<file path="src/rtl/fp32_to_fixed.sv">
// fp32 to signed Q-format fixed-point converter: 2-stage pipeline with valid/ready on both sides.
// Stage 1 decodes and aligns the mantissa; stage 2 rounds to nearest-even, saturates and negates.
module fp32_to_fixed #(
    parameter int OUT_W  = 16,
    parameter int FRAC_W = 8
) (
    input  logic              clk,
    input  logic              rst,
    input  logic              in_valid,
    output logic              in_ready,
    input  logic [31:0]       in_data,
    output logic              out_valid,
    input  logic              out_ready,
    output logic [OUT_W-1:0]  out_data,
    output logic              out_sat,
    output logic              out_nan,
    output logic              out_inexact
);

    localparam int MAG_W = OUT_W + 1;
    localparam logic [MAG_W:0]   POS_LIM = {3'b000, {(OUT_W-1){1'b1}}};
    localparam logic [MAG_W:0]   NEG_LIM = {3'b001, {(OUT_W-1){1'b0}}};
    localparam logic [OUT_W-1:0] MAX_POS = {1'b0, {(OUT_W-1){1'b1}}};
    localparam logic [OUT_W-1:0] MIN_NEG = {1'b1, {(OUT_W-1){1'b0}}};

    logic stage2En;
    logic stage1En;

    logic             s1Valid_q;
    logic             s1Sign_q,   s1Sign_d;
    logic             s1Nan_q,    s1Nan_d;
    logic             s1Ovf_q,    s1Ovf_d;
    logic             s1Guard_q,  s1Guard_d;
    logic             s1Sticky_q, s1Sticky_d;
    logic [MAG_W-1:0] s1Mag_q,    s1Mag_d;

    logic             outValid_q;
    logic [OUT_W-1:0] outData_q,    outData_d;
    logic             outSat_q,     outSat_d;
    logic             outNan_q,     outNan_d;
    logic             outInexact_q, outInexact_d;

    logic [7:0]        expo;
    logic [22:0]       man;
    logic [23:0]       mant;
    logic [55:0]       mantExt;
    logic signed [9:0] shiftK;
    logic [9:0]        shiftNeg;
    logic [47:0]       rightWide;
    logic [55:0]       rightMag;

    logic         roundUp;
    logic [MAG_W:0] rounded;

    assign stage2En = !outValid_q || out_ready;
    assign stage1En = !s1Valid_q || stage2En;
    assign in_ready = stage1En;

    assign expo     = in_data[30:23];
    assign man      = in_data[22:0];
    assign mant     = {1'b1, man};
    assign mantExt  = {32'b0, mant};
    assign shiftK   = 10'(expo) - 10'd150 + 10'(FRAC_W);
    assign shiftNeg = -shiftK;
    // Low 24 bits of rightWide are the bits shifted out: guard is the top one, sticky the rest.
    assign rightWide = {mant, 24'b0} >> shiftNeg;
    assign rightMag  = {32'b0, rightWide[47:24]};

    always_comb begin
        s1Sign_d   = in_data[31];
        s1Nan_d    = 1'b0;
        s1Ovf_d    = 1'b0;
        s1Guard_d  = 1'b0;
        s1Sticky_d = 1'b0;
        s1Mag_d    = '0;
        if (expo == 8'd0) begin
            s1Sticky_d = |man;
        end else if (expo == 8'hFF) begin
            if (man != 23'd0) begin
                s1Nan_d = 1'b1;
            end else begin
                s1Ovf_d = 1'b1;
            end
        end else if (!shiftK[9]) begin
            s1Ovf_d = ({22'b0, shiftK} + 32'd23) >= 32'(MAG_W);
            s1Mag_d = MAG_W'(mantExt << shiftK[7:0]);
        end else if (shiftNeg >= 10'd25) begin
            s1Sticky_d = 1'b1;
        end else begin
            s1Mag_d    = rightMag[MAG_W-1:0];
            s1Guard_d  = rightWide[23];
            s1Sticky_d = |rightWide[22:0];
            s1Ovf_d    = |(rightMag >> MAG_W);
        end
    end

    always_ff @(posedge clk or posedge rst) begin
        if (rst) begin
            s1Valid_q  <= 1'b0;
            s1Sign_q   <= 1'b0;
            s1Nan_q    <= 1'b0;
            s1Ovf_q    <= 1'b0;
            s1Guard_q  <= 1'b0;
            s1Sticky_q <= 1'b0;
            s1Mag_q    <= '0;
        end else if (stage1En) begin
            s1Valid_q <= in_valid;
            if (in_valid) begin
                s1Sign_q   <= s1Sign_d;
                s1Nan_q    <= s1Nan_d;
                s1Ovf_q    <= s1Ovf_d;
                s1Guard_q  <= s1Guard_d;
                s1Sticky_q <= s1Sticky_d;
                s1Mag_q    <= s1Mag_d;
            end
        end
    end

    // Rounding carry is kept one bit wider so a carry past the limit still saturates.
    assign roundUp = s1Guard_q && (s1Sticky_q || s1Mag_q[0]);
    assign rounded = {1'b0, s1Mag_q} + (MAG_W+1)'(roundUp);

    always_comb begin
        outData_d    = '0;
        outSat_d     = 1'b0;
        outNan_d     = 1'b0;
        outInexact_d = 1'b0;
        if (s1Nan_q) begin
            outNan_d = 1'b1;
        end else begin
            outInexact_d = s1Guard_q | s1Sticky_q;
            if (!s1Sign_q) begin
                if (s1Ovf_q || rounded > POS_LIM) begin
                    outData_d = MAX_POS;
                    outSat_d  = 1'b1;
                end else begin
                    outData_d = rounded[OUT_W-1:0];
                end
            end else begin
                if (s1Ovf_q || rounded > NEG_LIM) begin
                    outData_d = MIN_NEG;
                    outSat_d  = 1'b1;
                end else begin
                    outData_d = -rounded[OUT_W-1:0];
                end
            end
        end
    end

    always_ff @(posedge clk or posedge rst) begin
        if (rst) begin
            outValid_q   <= 1'b0;
            outData_q    <= '0;
            outSat_q     <= 1'b0;
            outNan_q     <= 1'b0;
            outInexact_q <= 1'b0;
        end else if (stage2En) begin
            outValid_q <= s1Valid_q;
            if (s1Valid_q) begin
                outData_q    <= outData_d;
                outSat_q     <= outSat_d;
                outNan_q     <= outNan_d;
                outInexact_q <= outInexact_d;
            end
        end
    end

    assign out_valid   = outValid_q;
    assign out_data    = outData_q;
    assign out_sat     = outSat_q;
    assign out_nan     = outNan_q;
    assign out_inexact = outInexact_q;

endmodule

</file>
<file path="config.mk">
export PLATFORM = sky130hd
export DESIGN_NAME = fp32_to_fixed
export DESIGN_NICKNAME = d
export VERILOG_FILES = /design/src/rtl/fp32_to_fixed.sv
export SDC_FILE = /design/constraint.sdc
export NUM_CORES = 1
export LEC_CHECK = 0
export BUFFER_PORTS_ARGS = -buffer_cell sky130_fd_sc_hd__buf_4
export CAP_MARGIN = 0
export CELL_PAD_IN_SITES_DETAIL_PLACEMENT = 0
export CELL_PAD_IN_SITES_GLOBAL_PLACEMENT = 2
export CORE_UTILIZATION = 36
export DETAILED_ROUTE_END_ITERATION = 8
export GPL_ROUTABILITY_DRIVEN = 0
export PLACE_DENSITY_LB_ADDON = 0.08
export SYNTH_ARGS = -nofsm -noshare
export SYNTH_HDL_FRONTEND = slang
export SYNTH_SLANG_ARGS = --single-unit
</file>
<file path="constraint.sdc">
create_clock -name clk -period 4.5 [get_ports clk]
set_clock_uncertainty 0.1 [all_clocks]
set_input_delay 0.45 -clock clk [delete_from_list [all_inputs] [get_ports clk]]
set_output_delay 0.45 -clock clk [all_outputs]
set_load 0.01 [all_outputs]
</file>
==> impl_metrics.toml, run 1 <==
[finish]
final_common_cell = "nand2_1"
final_cell_mix = "nand2_1 (84), buf_4 (69), nor2_1 (53)"
antenna_cells = 0
instances_no_fill = 923
syn_to_final_growth_pct = 12.7
drive_gt1_share_pct = 17.7
final_nets = 783

[clock_network]
cts_tree = "yes"
max-clock-path-buffers = 2
post_cts_resized = 0
ctsHtreeMaxLevel = 2
clk_pin_slew_ns = 0.07
post_cts_buffers = 0
cts_num_sinks = 43
cts_hold_buf = 0
root_buffer = "clkbuf_16"
clkLatencyLatePin_ns = 0.29
cts_made_buffers = 5

[sta]
rsz0062_at_grt = "false"
slew_viol_final = 0
setup_violations = 0
finalCriticalPeriod_ns = 3.92
finalCritPeriodShare_pct = 87.0
relSlewSlack_pct = 44.0
hold_violations = 0
holdWs_ns = 0.198
tns_ns = 0
max_freq_mhz = 255
tightest_slew_ns = 0.839

[global_route]
track_usage_pct = 22.9
antenna_found_initial = 0
grt_pass1_vias = 5396
gr-total-overflow = 0
grt_pass1_wl_mm = 29.1
grt_max_degree = 50

[outcome]
status = "completed"

[synthesis]
ys_types = 78
avgSynthCellArea_sq_um = 7.89
syn_nets = 758
synth_seq_cells = 43
synth_edf_count = 0
syn_inst = 709
ys_seq_area_share_pct = 19.2
ys_warn_count = 0
ys.flop_type = "dfrtp_1"
syn_area_sq_um = 5590
synthArstFlopShare_pct = 100

[floorplan]
io_pins = 57
rows = 45
die-area_sq_um = 16000
die_y_microns = 127
core_area_sq_um = 15200
die_x_microns = 127
initial_utilization_pct = 36.8

[flow_run]
drv_cap = 0

[setup_path]
rr_worst_depth = 12
r2r-end = "out_data[4]"
worstPathMaxFanout = 13
cp.arrival_ns = 4.04
reg2reg_from = "s1Guard_q"
r2r_slack_ns = 0.58
cp-end-kind = "flop"
start_kind = "flop"
worst-setup-path-type = "reg2reg"
cp.required_ns = 4.62

[placement]
port_buffers = 56
place_hpwl_mm = 14.0
placed_cells = 915

[drt]
routed_via_density = 5.93
wl_per_cell_microns = 19.3
drcViolationCount = 0
drt_wl_total_mm = 17.8
drtAntennaViolNets = 0
route.vias.total = 5476
dr.pass1.iters = 5
drtIter0Drc = 301

[worst_hold_path]
min_path_type = "in2async"

[power_and_ir_drop]
total_power_uw = 1810
power.leakage_uw = 0.00269
ir_worst_vdd_mv = 0.139
power_density_nw_per_um2 = 288
## layout make-up
cell class                      count  area (sq um)
Tap cell                          188           235
Multi-Input combinational cell    598          4240
Clock inverter                      3          26.3
Timing Repair Buffer               70           538
Fill cell                        1574          8900
Sequential cell                    43          1080
Inverter                           16          60.1
Clock buffer                        5           125
## cell usage after synthesis, types with 3 or more instances
cell type / n / share of area [%]
ha_1: 13 / 2.9
a41oi_1: 3 / 0.47
and2_1: 10 / 1.1
a221o_1: 29 / 5.2
inv_1: 15 / 1.0
and3_1: 8 / 0.89
a311oi_1: 3 / 0.47
nand3_1: 33 / 3.0
nor3b_1: 4 / 0.54
nand2_1: 84 / 5.6
mux2_2: 22 / 4.4
a211oi_1: 12 / 1.6
o21ai_1: 3 / 0.27
nor2b_1: 5 / 0.56
o21ai_0: 42 / 3.8
mux2i_1: 50 / 8.9
o211ai_1: 8 / 1.1
o21a_1: 6 / 0.81
a21oi_1: 44 / 3.9
mux4_2: 8 / 3.2
nand4_1: 4 / 0.45
nor2_1: 53 / 3.6
nand2b_1: 14 / 1.6
xor2_1: 13 / 2.0
a211o_1: 3 / 0.47
dfrtp_1: 43 / 19
nor4_1: 9 / 1.0
and4_1: 5 / 0.78
a31oi_1: 8 / 0.89
nor3_1: 20 / 1.8
buf_1: 3 / 0.20
a21boi_0: 3 / 0.40
clkbuf_1: 32 / 2.1
o31ai_1: 9 / 1.2
buf_6: 3 / 0.60
or3_1: 3 / 0.34
buf_2: 10 / 0.89
a22o_1: 5 / 0.78
xnor2_1: 17 / 2.7
## how the worst max path moves through the flow
stage	start	to	slack, ns	depth (start not counted)
after floorplan	in_data[24]	s1Sticky_q	0.54	15
after global placement	in_data[24]	s1Mag_q[3]	0.56	12
after detailed placement	in_data[24]	s1Mag_q[3]	0.51	12
after CTS	s1Sticky_q	out_data[4]	0.53	12
after global routing	s1Mag_q[0]	out_data[11]	0.21	12
final	s1Guard_q	out_data[4]	0.58	12
## per-layer routing
metal / vias to the layer above / GRT usage (%) / wire (microns)
met1: 2617 / 28.8 / 7910
met4: 0 / 7.51 / 429
met2: 117 / 40.8 / 8880
li1: 2722 / - / -
met3: 20 / 2.19 / 602
met5: - / 0 / 0
## power by group
part	internal [uW]	switching, uW
Clock	212	168
Sequential	447	50.3
Combinational	398	538
## per-stage QoR
| step | cell area [sq um] | util [%] | setup WS (ns) |
|---|---|---|---|
| floorplan | 5590 | - | 0.538 |
| detailed placement | 6150 | 40.5 | 0.512 |
| finish | 6300 | 41.5 | 0.583 |
| global placement | 6150 | 40.5 | 0.561 |
| CTS | 6300 | 41.5 | 0.531 |
| global route | 6300 | 41.5 | 0.214 |
## registers in the layout, summed over array words and instances, names as in the netlist
register,count
out_data,16
s1Mag_q,17
s1Valid_q,1
out_valid,1
out_nan,1
out_inexact,1
s1Nan_q,1
s1Ovf_q,1
s1Guard_q,1
out_sat,1
s1Sticky_q,1
s1Sign_q,1
## cell families after synthesis
kind of cell             share of synthesized area, %
multiplexers                                     16.6
XOR/XNOR                                         5.28
flip-flops                                       19.2
AO/OA/AOI/OAI                                    25.3
adder cells (fa/ha/maj)                          2.91
AND/OR/NAND/NOR                                  25.3
buffers and inverters                            5.37
## worst max-delay path: stages, from the launching register on
cell      delay (ns)
dfrtp_1         0.38
o21a_1          0.14
ha_1            0.27
ha_1            0.39
nand3_1         0.13
xor2_1          0.36
nand3_2         0.17
a2111o_1        0.43
a21oi_2         0.20
a41oi_1         0.14
or3_4           0.43
nor3_4          0.46
a221o_1         0.24
Note: power is estimated with default switching activity, not from simulation.
==> inputs of run 2 (changes only) <==
--- a/config.mk
+++ b/config.mk
@@ -9,7 +9,9 @@
 export CAP_MARGIN = 0
 export CELL_PAD_IN_SITES_DETAIL_PLACEMENT = 0
 export CELL_PAD_IN_SITES_GLOBAL_PLACEMENT = 2
-export CORE_UTILIZATION = 36
+export CORE_UTILIZATION = 37
+export CTS_BUF_LIST = sky130_fd_sc_hd__clkbuf_8
+export CTS_CLUSTER_SIZE = 20
 export DETAILED_ROUTE_END_ITERATION = 8
 export GPL_ROUTABILITY_DRIVEN = 0
 export PLACE_DENSITY_LB_ADDON = 0.08
==> run 2 against run 1 <==
  * Combinational power is essentially flat
  * Worst setup slack lost 0.11 ns
  * Final area shrank 0.93%
  * Hold slack lost 0.043 ns
  * Die area shrank 2.7%
  * Register-to-register slack lost 0.11 ns
  * Wire length shrank 1.7%
  * Critical path depth is the same
  * Global-route usage shrank 0.11 points
  * Flip-flop and latch count is the same
  * Sequential share of layout area grew 0.16 points
  * Critical path type unchanged
==> impl_metrics.toml, run 2 (synthesized netlist as in run 1, its figures left out) <==
[floorplan]
die_x_microns = 125
die-area_sq_um = 15600
die_y_microns = 125
core_area_sq_um = 14600
initial_utilization_pct = 38.2
io_pins = 57
rows = 44

[setup_path]
worst-setup-path-type = "reg2reg"
r2r_slack_ns = 0.47
worstPathMaxFanout = 13
r2r-end = "out_data[4]"
cp.required_ns = 4.65
crit_start = "s1Sticky_q"
reg2reg_from = "s1Sticky_q"
cp.arrival_ns = 4.18
cp-end-kind = "flop"
start_kind = "flop"
rr_worst_depth = 12

[drt]
routed_via_density = 5.98
drt_wl_total_mm = 17.5
drcViolationCount = 0
route.vias.total = 5504
wl_per_cell_microns = 19.0
dr.pass1.iters = 5
drtAntennaViolNets = 0
drtIter0Drc = 407

[clock_network]
clkLatencyLatePin_ns = 0.31
ctsHtreeMaxLevel = 2
cts_hold_buf = 0
clk_pin_slew_ns = 0.10
post_cts_resized = 0
cts_made_buffers = 5
cts_tree = "yes"
cts_num_sinks = 43
max-clock-path-buffers = 2
root_buffer = "clkbuf_8"
post_cts_buffers = 0

[power_and_ir_drop]
total_power_uw = 1710
power.leakage_uw = 0.00267
ir_worst_vdd_mv = 0.121
power_density_nw_per_um2 = 273

[sta]
slew_viol_final = 0
worst_slack_ns = 0.472
max_freq_mhz = 248
finalCritPeriodShare_pct = 89.5
tns_ns = 0
hold_violations = 0
rsz0062_at_grt = "false"
tightest_slew_ns = 0.729
finalCriticalPeriod_ns = 4.03
setup_violations = 0
relSlewSlack_pct = 51.4

[placement]
placed_cells = 913
place_hpwl_mm = 13.8
pre_cts_slack_ns = 0.469
port_buffers = 56

[finish]
final_common_cell = "nand2_1"
drive_gt1_share_pct = 17.9
syn_to_final_growth_pct = 11.7
antenna_cells = 0
post-route-util_pct = 42.6
largest_register_ffs = 17
regMostFlops = "s1Mag_q"
final_nets = 785
final_cell_mix = "nand2_1 (84), buf_4 (72), nor2_1 (53)"
instances_no_fill = 921
fill_cells = 1522

[global_route]
grt_pass1_wl_mm = 28.4
grt_max_degree = 50
grt_pass1_vias = 5271
antenna_found_initial = 0
gr-total-overflow = 0
track_usage_pct = 22.8

[flow_run]
drv_cap = 0

[worst_hold_path]
min_path_type = "in2async"

[outcome]
status = "completed"
[run 2: changes by cell type in the layout (fill, tap and decap cells not counted), sizes merged]
cell,change
buf,+2
clkinv,+1
inv,-1
[run 2: worst max-delay path by stage]
stage              endpoint  slack (ns)  cells after the start
3_3_place_gp     s1Sticky_q        0.50                     11
4_1_cts         out_data[5]        0.45                     12
3_5_place_dp     s1Sticky_q        0.47                     11
2_1_floorplan    s1Sticky_q        0.54                     15
6_report        out_data[4]        0.47                     12
5_1_grt        out_data[13]         0.1                     12
[run 2: metal layers]
layer / vias up / share of wire (%) / GRT usage [%]
met2: 102 / 49 / 40.7
li1: 2720 / - / -
met1: 2660 / 46 / 29.2
met3: 22 / 2.2 / 1.50
met4: 0 / 2.4 / 7.25
met5: - / 0 / 0
[run 2: metrics by stage]
| stage | hold WS, ns | area [sq um] |
|---|---|---|
| 2_1_floorplan | 0.357 | 5590 |
| 3_3_place_gp | 0.364 | 6150 |
| 3_5_place_dp | 0.376 | 6150 |
| 4_1_cts | 0.177 | 6240 |
| 5_1_grt | 0.223 | 6240 |
| 6_report | 0.154 | 6240 |
[run 2: critical path, stage by stage, from the launching register on]
cell and delay [ns]:
dfrtp_1 0.41, o21a_1 0.14, ha_1 0.28, ha_1 0.40, nand3_1 0.14, xor2_1 0.40, nand3_2 0.17, a2111o_1 0.43
a21oi_2 0.20, a41oi_1 0.15, or3_4 0.43, nor3_4 0.47, a221o_1 0.24
[run 2: area by class of cell]
type / instances / area (sq um) / share of cell area (%)
well taps: 184 / 230 / 3.69
flip-flops and latches: 43 / 1080 / 17.2
multi-input cells: 598 / 4240 / 67.9
clock inverters: 3 / 26.3 / 0.421
inverters: 16 / 60.1 / 0.962
clock buffers: 5 / 68.8 / 1.10
repair buffers: 72 / 541 / 8.66
[run 2: power by group]
group	switching, uW	total [uW]	internal, uW
logic	537	934	397
clock network	160	274	114
registers	50.5	497	447
total	747	1710	959
==> inputs of run 3 (changes only) <==
--- a/config.mk
+++ b/config.mk
@@ -14,6 +14,7 @@
 export CTS_CLUSTER_SIZE = 20
 export DETAILED_ROUTE_END_ITERATION = 8
 export GPL_ROUTABILITY_DRIVEN = 0
+export MAX_ROUTING_LAYER = met4
 export PLACE_DENSITY_LB_ADDON = 0.08
 export SYNTH_ARGS = -nofsm -noshare
 export SYNTH_HDL_FRONTEND = slang
==> run 3 against run 2 <==
  * Sequential share of layout area stayed put
  * Maximum frequency is 0.11% higher
  * First-iteration DRC count is 0.49% higher
  * Clock power about the same
  * Wire length is 0.16% higher
  * Via count decreased by 0.22%
  * Highest routed layer unchanged
  * Register-to-register slack about the same
  * Flip-flop and latch count unchanged
  * Worst setup slack better by 0.0045 ns
  * Utilization stayed put
  * Final area is the same
==> impl_metrics.toml, run 3 (synthesized netlist as in run 1, its figures left out) <==
[outcome]
status = "completed"

[sta]
rsz0062_at_grt = "false"
max_freq_mhz = 249
relSlewSlack_pct = 51.5
setup_violations = 0
tightest_slew_ns = 0.726
tns_ns = 0
finalCritPeriodShare_pct = 89.4
slew_viol_final = 0
finalCriticalPeriod_ns = 4.02
hold_violations = 0

[drt]
wl_met3_microns = 406
drt-met1-wl_mm = 8.05
highest_layer = "met4"
drtIter0Drc = 409
wl_per_cell_microns = 19.1
drt_wl_total_mm = 17.6
dr.pass1.iters = 5
drcViolationCount = 0
route.vias.total = 5492
drtAntennaViolNets = 0
wl_met2_mm = 8.68
routed_via_density = 5.96

[clock_network]
clkLatencyLatePin_ns = 0.31
cts_num_sinks = 43
root_buffer = "clkbuf_8"
post_cts_resized = 0
post_cts_buffers = 0
max-clock-path-buffers = 2
cts_tree = "yes"
cts_hold_buf = 0
ctsHtreeMaxLevel = 2
clk_pin_slew_ns = 0.10
cts_made_buffers = 5

[finish]
syn_to_final_growth_pct = 11.7
drive_gt1_share_pct = 17.9
final_nets = 785
multiInputGateArea_sq_um = 4240
fill_cells = 1522
antenna_cells = 0
seq_area_sq_um = 1080
design_area_sq_um = 6240
regMostFlops = "s1Mag_q"
largest_register_ffs = 17
final_common_cell = "nand2_1"
final_cell_mix = "nand2_1 (84), buf_4 (72), nor2_1 (53)"

[flow_run]
drv_cap = 0

[power_and_ir_drop]
power_switching_uw = 748
pwr-share-seq_pct = 29.1
ir_worst_vdd_mv = 0.122
power_frac_comb_pct = 54.7
switching_share_pct = 43.8
intPower_uw = 959
power.leakage_uw = 0.00267
power_density_nw_per_um2 = 273
clockPowerShare_pct = 16.1

[setup_path]
cp_slowest_cell = "nor3_4"
rr_worst_depth = 12
cp_slowest_stage_delay_ns = 0.48
crit_top_cell = "ha_1"
start_kind = "flop"
crit_end = "out_data[4]"
worstPathMaxFanout = 13
crit_chain = "o21a_1 > ha_1 > ha_1 > nand3_1 > xor2_1 > nand3_2 > a2111o_1 > a21oi_2 > a41oi_1 > or3_4 > nor3_4 > a221o_1"
worst-setup-path-type = "reg2reg"
crit_start = "s1Sticky_q"
r2r-end = "out_data[4]"
cp-end-kind = "flop"
cp.arrival_ns = 4.17
reg2reg_from = "s1Sticky_q"
r2r_slack_ns = 0.48
cp.required_ns = 4.65

[floorplan]
rows = 44
io_pins = 57
core_area_sq_um = 14600
die_x_microns = 125
die_y_microns = 125
initial_utilization_pct = 38.2
die-area_sq_um = 15600

[global_route]
track_usage_pct = 23.5
grt_max_degree = 50
grt_pass1_vias = 5273
grt_pass1_wl_mm = 28.4
antenna_found_initial = 0
gr-total-overflow = 0

[placement]
dpl-instance-area_sq_um = 6150
place_hpwl_mm = 13.8
port_buffers = 56

[worst_hold_path]
min_path_type = "in2async"
[run 3: cell counts in the layout (fill, tap and decap cells not counted)]
No cell type changed its count.
[run 3: worst min path at each step]
stage / start / slack (ns) / end
4_1_cts: rst / 0.18 / s1Mag_q[0]
6_report: rst / 0.15 / s1Valid_q
3_3_place_gp: s1Valid_q / 0.36 / out_valid
3_5_place_dp: s1Valid_q / 0.38 / out_valid
5_1_grt: rst / 0.22 / s1Valid_q
2_1_floorplan: s1Valid_q / 0.36 / out_valid
[run 3: layer usage]
metal	GRT usage (%)	vias to the layer above
li1	-	2720
met1	29.2	2641
met2	40.7	109
met3	1.50	22
met4	7.25	0
met5	-	-
[run 3: layout make-up]
class	instances	share of cell area [%]
clock buffer	5	1.10
clock inverter	3	0.421
inverter	16	0.962
multi-input combinational	598	67.9
sequential	43	17.2
tap	184	3.69
timing repair buffer	72	8.66
[run 3: power groups by stage]
stage / registers [uW] / clock network (uW) / logic (uW)
6_report: 497 / 275 / 934
2_1_floorplan: 512 / 0 / 628
3_5_place_dp: 507 / 0 / 934
4_1_cts: 498 / 289 / 937
5_1_grt: 509 / 299 / 1020
3_3_place_gp: 503 / 0 / 936
[run 3: metrics by stage]
stage | cells | hold slack [ns] | setup WS (ns) | total power (uW) | util (%)
2_1_floorplan | 709 | 0.357 | 0.538 | 1140 | -
3_3_place_gp | 913 | 0.364 | 0.498 | 1440 | 42.0
3_5_place_dp | 913 | 0.376 | 0.469 | 1440 | 42.0
4_1_cts | 921 | 0.177 | 0.450 | 1720 | 42.6
5_1_grt | 921 | 0.220 | 0.0933 | 1830 | 42.6
6_report | 921 | 0.152 | 0.477 | 1710 | 42.6
[run 3: worst max-delay path: cells and delay by family, from the launching register on]
family / cells / cell delay, ns
DFF: 1 / 0.41
AOI/OAI and AO/OA: 5 / 1.16
adders and majority gates: 2 / 0.67
xor gates and xnor gates: 1 / 0.40
and+or+nand+nor: 4 / 1.22
